**src/rtl/ikaopll_write_scheduler.sv**
```systemverilog
// Host write FIFO replayed onto the OPLL CS_n/WR_n/A0/D bus with phiM-counted strobe and wait times.
// Optional: define IKAOPLL_WRSCHED_ADDR_SKIP_EN to skip the address cycle when it repeats the last address.
module ikaopll_write_scheduler #(
  parameter int FIFO_DEPTH_LOG2 = 3,
  parameter int STB_LEN         = 2,
  parameter int ADDR_WAIT       = 12,
  parameter int DATA_WAIT       = 84
) (
  input  logic                     i_EMUCLK,
  input  logic                     i_RST,
  input  logic                     i_phiM_PCEN_n,
  input  logic                     i_FLUSH,
  input  logic                     i_WR_VALID,
  input  logic [7:0]               i_WR_ADDR,
  input  logic [7:0]               i_WR_DATA,
  output logic                     o_WR_READY,
  output logic [FIFO_DEPTH_LOG2:0] o_LEVEL,
  output logic                     o_BUSY,
  output logic                     o_CS_n,
  output logic                     o_WR_n,
  output logic                     o_A0,
  output logic [7:0]               o_D
);

  localparam int PW    = FIFO_DEPTH_LOG2 + 1;
  localparam int DEPTH = 1 << FIFO_DEPTH_LOG2;

  localparam logic [6:0] STB_RELOAD   = 7'(STB_LEN - 1);
  localparam logic [6:0] AWAIT_RELOAD = 7'(ADDR_WAIT - 1);
  localparam logic [6:0] DWAIT_RELOAD = 7'(DATA_WAIT - 1);

  typedef enum logic [2:0] {
    IDLE,
    ASTB,
    AWAIT,
    DSTB,
    DWAIT
  } state_t;

  logic [7:0]    addr_mem [DEPTH];
  logic [7:0]    data_mem [DEPTH];
  logic [PW-1:0] wptr;
  logic [PW-1:0] rptr;
  logic          full;
  logic          empty;
  logic          push;
  logic          pop;
  logic          tick;
  logic [7:0]    rd_addr;
  logic [7:0]    rd_data;
  logic          skip;

  state_t     state;
  state_t     state_nxt;
  logic [6:0] cnt;
  logic [6:0] cnt_nxt;
  logic       strobe_n;
  logic       strobe_n_nxt;
  logic       a0;
  logic       a0_nxt;
  logic [7:0] bus_d;
  logic [7:0] bus_d_nxt;
  logic [7:0] hold_data;
  logic [7:0] hold_data_nxt;

  assign tick    = ~i_phiM_PCEN_n;
  assign empty   = (wptr == rptr);
  assign full    = (wptr[PW-1] != rptr[PW-1]) && (wptr[PW-2:0] == rptr[PW-2:0]);
  assign push    = i_WR_VALID & ~full;
  assign rd_addr = addr_mem[rptr[PW-2:0]];
  assign rd_data = data_mem[rptr[PW-2:0]];

  always_ff @(posedge i_EMUCLK) begin
    if (push) begin
      addr_mem[wptr[PW-2:0]] <= i_WR_ADDR;
      data_mem[wptr[PW-2:0]] <= i_WR_DATA;
    end
  end

  // Flush drops only queued entries; a push on the same edge lands after the old wptr and survives.
  always_ff @(posedge i_EMUCLK or posedge i_RST) begin
    if (i_RST) begin
      wptr <= '0;
      rptr <= '0;
    end else begin
      if (push) begin
        wptr <= wptr + PW'(1);
      end
      if (i_FLUSH) begin
        rptr <= wptr;
      end else if (pop) begin
        rptr <= rptr + PW'(1);
      end
    end
  end

`ifdef IKAOPLL_WRSCHED_ADDR_SKIP_EN
  logic [7:0] last_addr;
  logic       last_valid;

  always_ff @(posedge i_EMUCLK or posedge i_RST) begin
    if (i_RST) begin
      last_addr  <= '0;
      last_valid <= 1'b0;
    end else if (tick && (state == ASTB) && (cnt == 7'd0)) begin
      last_addr  <= bus_d;
      last_valid <= 1'b1;
    end
  end

  assign skip = last_valid && (rd_addr == last_addr);
`else
  assign skip = 1'b0;
`endif

  always_ff @(posedge i_EMUCLK or posedge i_RST) begin
    if (i_RST) begin
      state     <= IDLE;
      cnt       <= '0;
      strobe_n  <= 1'b1;
      a0        <= 1'b0;
      bus_d     <= '0;
      hold_data <= '0;
    end else begin
      state     <= state_nxt;
      cnt       <= cnt_nxt;
      strobe_n  <= strobe_n_nxt;
      a0        <= a0_nxt;
      bus_d     <= bus_d_nxt;
      hold_data <= hold_data_nxt;
    end
  end

  // Bus sequencer only moves on phiM-enabled edges; A0/D are left alone while strobes are high.
  always_comb begin
    state_nxt     = state;
    cnt_nxt       = cnt;
    strobe_n_nxt  = strobe_n;
    a0_nxt        = a0;
    bus_d_nxt     = bus_d;
    hold_data_nxt = hold_data;
    pop           = 1'b0;
    if (tick) begin
      case (state)
        IDLE: begin
          if (!empty) begin
            pop          = 1'b1;
            strobe_n_nxt = 1'b0;
            cnt_nxt      = STB_RELOAD;
            if (skip) begin
              a0_nxt    = 1'b1;
              bus_d_nxt = rd_data;
              state_nxt = DSTB;
            end else begin
              a0_nxt        = 1'b0;
              bus_d_nxt     = rd_addr;
              hold_data_nxt = rd_data;
              state_nxt     = ASTB;
            end
          end
        end
        ASTB: begin
          if (cnt == 7'd0) begin
            strobe_n_nxt = 1'b1;
            cnt_nxt      = AWAIT_RELOAD;
            state_nxt    = AWAIT;
          end else begin
            cnt_nxt = cnt - 7'd1;
          end
        end
        AWAIT: begin
          if (cnt == 7'd0) begin
            a0_nxt       = 1'b1;
            bus_d_nxt    = hold_data;
            strobe_n_nxt = 1'b0;
            cnt_nxt      = STB_RELOAD;
            state_nxt    = DSTB;
          end else begin
            cnt_nxt = cnt - 7'd1;
          end
        end
        DSTB: begin
          if (cnt == 7'd0) begin
            strobe_n_nxt = 1'b1;
            cnt_nxt      = DWAIT_RELOAD;
            state_nxt    = DWAIT;
          end else begin
            cnt_nxt = cnt - 7'd1;
          end
        end
        DWAIT: begin
          if (cnt == 7'd0) begin
            state_nxt = IDLE;
          end else begin
            cnt_nxt = cnt - 7'd1;
          end
        end
        default: begin
          state_nxt = IDLE;
        end
      endcase
    end
  end

  assign o_WR_READY = ~full;
  assign o_LEVEL    = wptr - rptr;
  assign o_BUSY     = (state != IDLE) || !empty;
  assign o_CS_n     = strobe_n;
  assign o_WR_n     = strobe_n;
  assign o_A0       = a0;
  assign o_D        = bus_d;

endmodule

```
**config.mk**
```make
export PLATFORM = sky130hd
export DESIGN_NAME = ikaopll_write_scheduler
export DESIGN_NICKNAME = d
export VERILOG_FILES = /design/src/rtl/ikaopll_write_scheduler.sv
export SDC_FILE = /design/constraint.sdc
export NUM_CORES = 1
export LEC_CHECK = 0
export ABC_AREA = 0
export CAP_MARGIN = 15
export CORE_MARGIN = 2
export CORE_UTILIZATION = 40
export CTS_BUF_LIST = sky130_fd_sc_hd__clkbuf_16
export CTS_CLUSTER_DIAMETER = 200
export DETAILED_ROUTE_END_ITERATION = 6
export PLACE_DENSITY_LB_ADDON = 0.15
export SYNTH_ARGS = -nofsm -noshare
export SYNTH_HDL_FRONTEND = slang
export SYNTH_SLANG_ARGS = --single-unit
export TNS_END_PERCENT = 30
```
**constraint.sdc**
```tcl
create_clock -name i_EMUCLK -period 5.5 [get_ports i_EMUCLK]
set_input_delay 1.1 -clock i_EMUCLK [delete_from_list [all_inputs] [get_ports i_EMUCLK]]
set_output_delay 1.1 -clock i_EMUCLK [all_outputs]
set_load 0.03 [all_outputs]
```
* Word-level counts from Yosys, hierarchy flattened
Memory sizes are Yosys's and may differ from the RTL's. A register that Yosys moved wholly into a read port is not among the register bits. Index checks and enable logic that the tools add are counted.
Storage, ports and cells: register bits after elaboration 28, memory bits (writable) 128, input bits 21, output and inout port bits 17, word-level logic and storage cells 74, memories kept 2
Operators by class: add/subtract/negate cells 4, equality and inequality tests 14, muxes and demuxes 27, bitwise operators 4, reduce and logical (&&, ||, !) cells 16
Memory list:
- addr_mem | depth 8, bits a word 8, read ports 1, clocked after Yosys merged registers in 0, wr ports 1, line 40 | logic [7:0] addr_mem [DEPTH];
- data_mem | depth 8, bits a word 8, read ports 1, clocked after Yosys merged registers in 1, wr ports 1, line 41 | logic [7:0] data_mem [DEPTH];
Operators with widths (number):
- $mux 7 | 5
- $pmux 7 s5 | 1
- $mux 8 | 2
- $pmux 8 s2 | 1
- $mux 3 | 5
- $pmux 3 s5 | 1
- $ne 2x2->1 const B | 6
- $add 4x1->4 const B | 2
- $mux 1 | 8
- $mux 4 | 2
- $reduce_and 4->1 | 2
- $logic_not 7->1 | 1
- $sub 7x1->7 const B | 1
- $eq 3x2->1 const B | 2
- $reduce_and 6->1 | 1
- $reduce_bool 3->1 | 2
- $reduce_and 5->1 | 1
- $reduce_bool 5->1 | 1
- $eq 4x4->1 | 1
- $reduce_bool 2->1 | 2
- $sub 4x4->4 | 1
- $eq 3x1->1 const B | 1
- $eq 3x3->1 | 1
- $eq 3x3->1 const B | 1
- other kinds (12) | 14

* Longest topological paths before layout
depth after elaboration 6, mapped depth 10, mapped depth without buffers 6

* Least setup slack after synthesis
OpenSTA, ideal clock, no wires.
path kind register to register, start point reg rptr[1], end point mem addr_mem[0][0] (enable), setup time 409 ps, data arrival time 3229 ps, required time 5091 ps, setup slack 1862 ps, stages on the path, launching flop included 10, path buffers 3, period minus slack after synthesis 3638 ps, path through dfrtp_1 -> buf_2 -> buf_2 -> buf_2 -> inv_1 -> ha_1 -> and3_1 -> a21boi_0 -> nand2_1 -> nor3_1
Between the ends: longest elaborated chain between the ends 6
RTL lines:
- start: declaration | line 43 | logic [PW-1:0] rptr;
- start signal: assignment | line 90 | rptr <= wptr;
- start signal: assignment | line 92 | rptr <= rptr + PW'(1);
- $eq 3x3->1 | line 68 | assign full = (wptr[PW-1] != rptr[PW-1]) && (wptr[PW-2:0] == rptr[PW-2:0]);
- $logic_and 1x1->1 | line 68
- $not 1->1 | line 69 | assign push = i_WR_VALID & ~full;
- $and 1x1->1 | line 69
- $mux 1 | line 74 | if (push) begin
- $mux 1 (not written as such) | line 75 | addr_mem[wptr[PW-2:0]] <= i_WR_ADDR;
- end: declaration | line 40
No other way between the ends.

* Worst setup path after layout
start point reg rptr[2], end point out o_BUSY
Between the ends: longest elaborated chain between the ends 3
RTL lines:
- $eq 4x4->1 | line 67 | assign empty = (wptr == rptr);
- $logic_not 1->1 | line 207 | assign o_BUSY = (state != IDLE) || !empty;
- $logic_or 1x1->1 | line 207
- end: declaration | line 18 | output logic o_BUSY,
No other way between the ends.

==> metrics.cfg <==
[outcome]
outcome=complete, no violations

[power]
pwr_density_cell_nw_per_um2=581
vdd_drop_max_v=0.000659
p_leak_nw=2.88

[setup_path]
crit_start=rptr[2]
critPathRequiredTime_ns=4.40
crit_fanout=18
slowest_stage=clkdlybuf4s50_1
cp_top_family=buffers and inverters
crit_chain=inv_2, ha_1, nand3_1, nor4_4, inv_1, clkdlybuf4s50_1
start_kind=flip-flop
path_buf_inv=3
end_kind=output port
critPathKind=reg -> out
cpPeakStageDelay_ns=0.60
r2r_start=rptr[2]
arrival_ns=2.96

[synthesis]
yosys.area.top_type=edfxtp_1
yosysWarnings=0
syn_area_um2=7060
syn_avg_cell_area_um2=16.2
ys_seq_area_share_pct=67.3
synth.net_count=465
synthDistinctLibCells=59
synthAdderAreaFrac_pct=1.52
muxShareOfSynthArea_pct=13.2
synth_top_family_by_area=multiplexers
synth_compound_gate_area_share_pct=8.16
synth_area_leaders=edfxtp_1 (54%), dfrtp_1 (12%), mux4_2 (10%)
synth_xor_area_share_pct=1.10
synth_top_area_share_pct=54.5
synth-simple-area-share_pct=6.24
synth.most_common_cell=edfxtp_1
synth-async-reset-ratio_pct=22.0
synthCells=436
ys_ff_latch=164
yosys-top-cells-count=edfxtp_1 (128), dfrtp_1 (35), mux4_2 (32)
synth_flop_cell=edfxtp_1
synth_edf_count=128

[clock_network]
path_clk_slew_ns=0.07
worst_skew_pair.late_latency_ns=0.42
cts.path.max_buffers=2
postCtsSetupBuffers=0
ctsResizeCount=0
clockRootBuffer=clkbuf_16
cts_buffers=17
cts_tree=built
cts_hold_buf=0
cts_max_level=4
clock_sinks=164

[floorplanning]
fp.dieW_um=137
die_h_um=137
core_area_um2=17300
rows=48
die_area_um2=18700
pin_count=38
initial_core_util_pct=40.8

[global_route]
grt_first_pass_wirelength_mm=23.1
grt_pass1_vias=3981
grt_overflow=0
grt_max_degree=37
grt.total_usage_pct=17.1
antenna_found_initial=0

[cells_and_area]
drive_above_1_share_pct=19.3
fillers=1515
diodes=0
syn2layout_area_growth_pct=17.3
final_nets=507

[place]
place.gp.congestion=0.829
portBuffers=37
dp_hpwl_mm=8.96

[routing]
drt_iter0_drc=303
drt_wl_total_mm=14.7
viasPerCell=5.53
drtPass1Iterations=4
drc_errors=0
vias=3963
ant_nets=0
wl_per_cell_um=20.5

[sta]
hold_ws_ns=0.490
setup_violations=0
relSlewSlack_pct=45.5
setup_tns_ns=0
slew_viol_final=0
hold_violations=0
period_minus_slack_ns=4.06
fmax_mhz=246
max_slew.worst_pin.slew_ns=0.817
finClkSkew_ns=0.00911
period_share_pct=73.8
rsz0062_at_grt=no

[flow_run]
maxCapViolCount=0

[hold_path]
worstHoldStart=hold_data[6]
min_path_type=reg -> reg

## path summary, 6_finish.rpt
kind	to	slack, ns	cells after the start
worst max-delay path	o_BUSY	1.44	6
worst min-delay path	hold_data[6]	0.49	2
worst max register to register	addr_mem[7][2]	2.35	6
worst min register to register	hold_data[6]	0.49	2
max in group asynchronous	rptr[0]	4.03	3
min in group asynchronous	wptr[2]	1.10	3
## worst reg2reg max path, cell delays in order (launching register included)
cell	delay, ns
dfrtp_1	0.39
inv_2	0.41
ha_1	0.38
nand3_1	0.31
o21ai_0	0.20
or3_1	0.44
inv_1	0.62
## metal layers
metal / track usage [%] / part of all wire [%] / up-vias
li1: - / - / 1803
met4: 5.10 / 1.3 / 0
met3: 3.85 / 4.2 / 15
met1: 23.8 / 46 / 2037
met2: 27.0 / 49 / 108
met5: 0 / 0 / -
## sequential cells by signal, summed over array words and instances, names as in the netlist
signal	flops
addr_mem	64
cnt	7
data_mem	64
hold_data	8
o_A0	1
o_CS_n	1
o_D	8
rptr	4
state	3
wptr	4
## kinds of logic after synthesis
family                     count (synthesis)
adders and majority gates                  8
xor gates and xnor gates                   8
buffers and inverters                     41
AOI/OAI and AO/OA                         85
DFF                                      164
and+or+nand+nor                           78
muxes                                     52
## final cells by class
type,instances,area [µm²],share of cell area (%)
clock inverter,15,171,2.07
tap,225,282,3.40
clock buffer,17,425,5.14
multi-input combinational,231,2140,25.9
inverter,17,63.8,0.771
sequential,164,4750,57.4
timing repair buffer,47,445,5.38
## layout by cell type, fill, tap and decap left out, types with 4 or more instances in the layout
cell	instances
edfxtp_1	128
clkdlybuf4s50_1	37
dfrtp_1	34
mux4_2	32
nand2_1	28
o21ai_0	22
inv_1	17
clkbuf_16	17
mux2i_1	14
nor2_1	14
a21oi_1	12
o22ai_1	12
buf_4	10
ha_1	7
xnor2_1	6
mux2_2	6
nand3_1	5
o211ai_1	5
o31ai_1	5
or4_1	4
or3_1	4
a22o_1	4
inv_8	4
## through the flow
stage	area [µm²]	instances	total power (W)	setup slack, ns	util, %
floorplan	7060	436	0.00310	1.86	-
global placement	7680	684	0.00363	1.87	44.4
detailed placement	7680	684	0.00366	1.85	44.4
CTS	8270	716	0.00485	1.38	47.8
global route	8270	716	0.00508	1.25	47.8
finish	8270	716	0.00481	1.44	47.8
## report_power, final
part           internal (W)  switching (W)  leakage [nW]  total (W)
Combinational      0.000775        0.00103         0.986    0.00180
Sequential          0.00161       0.000199          1.61    0.00181
Clock              0.000683       0.000514         0.289    0.00120
(Power assumes the default switching activity.)
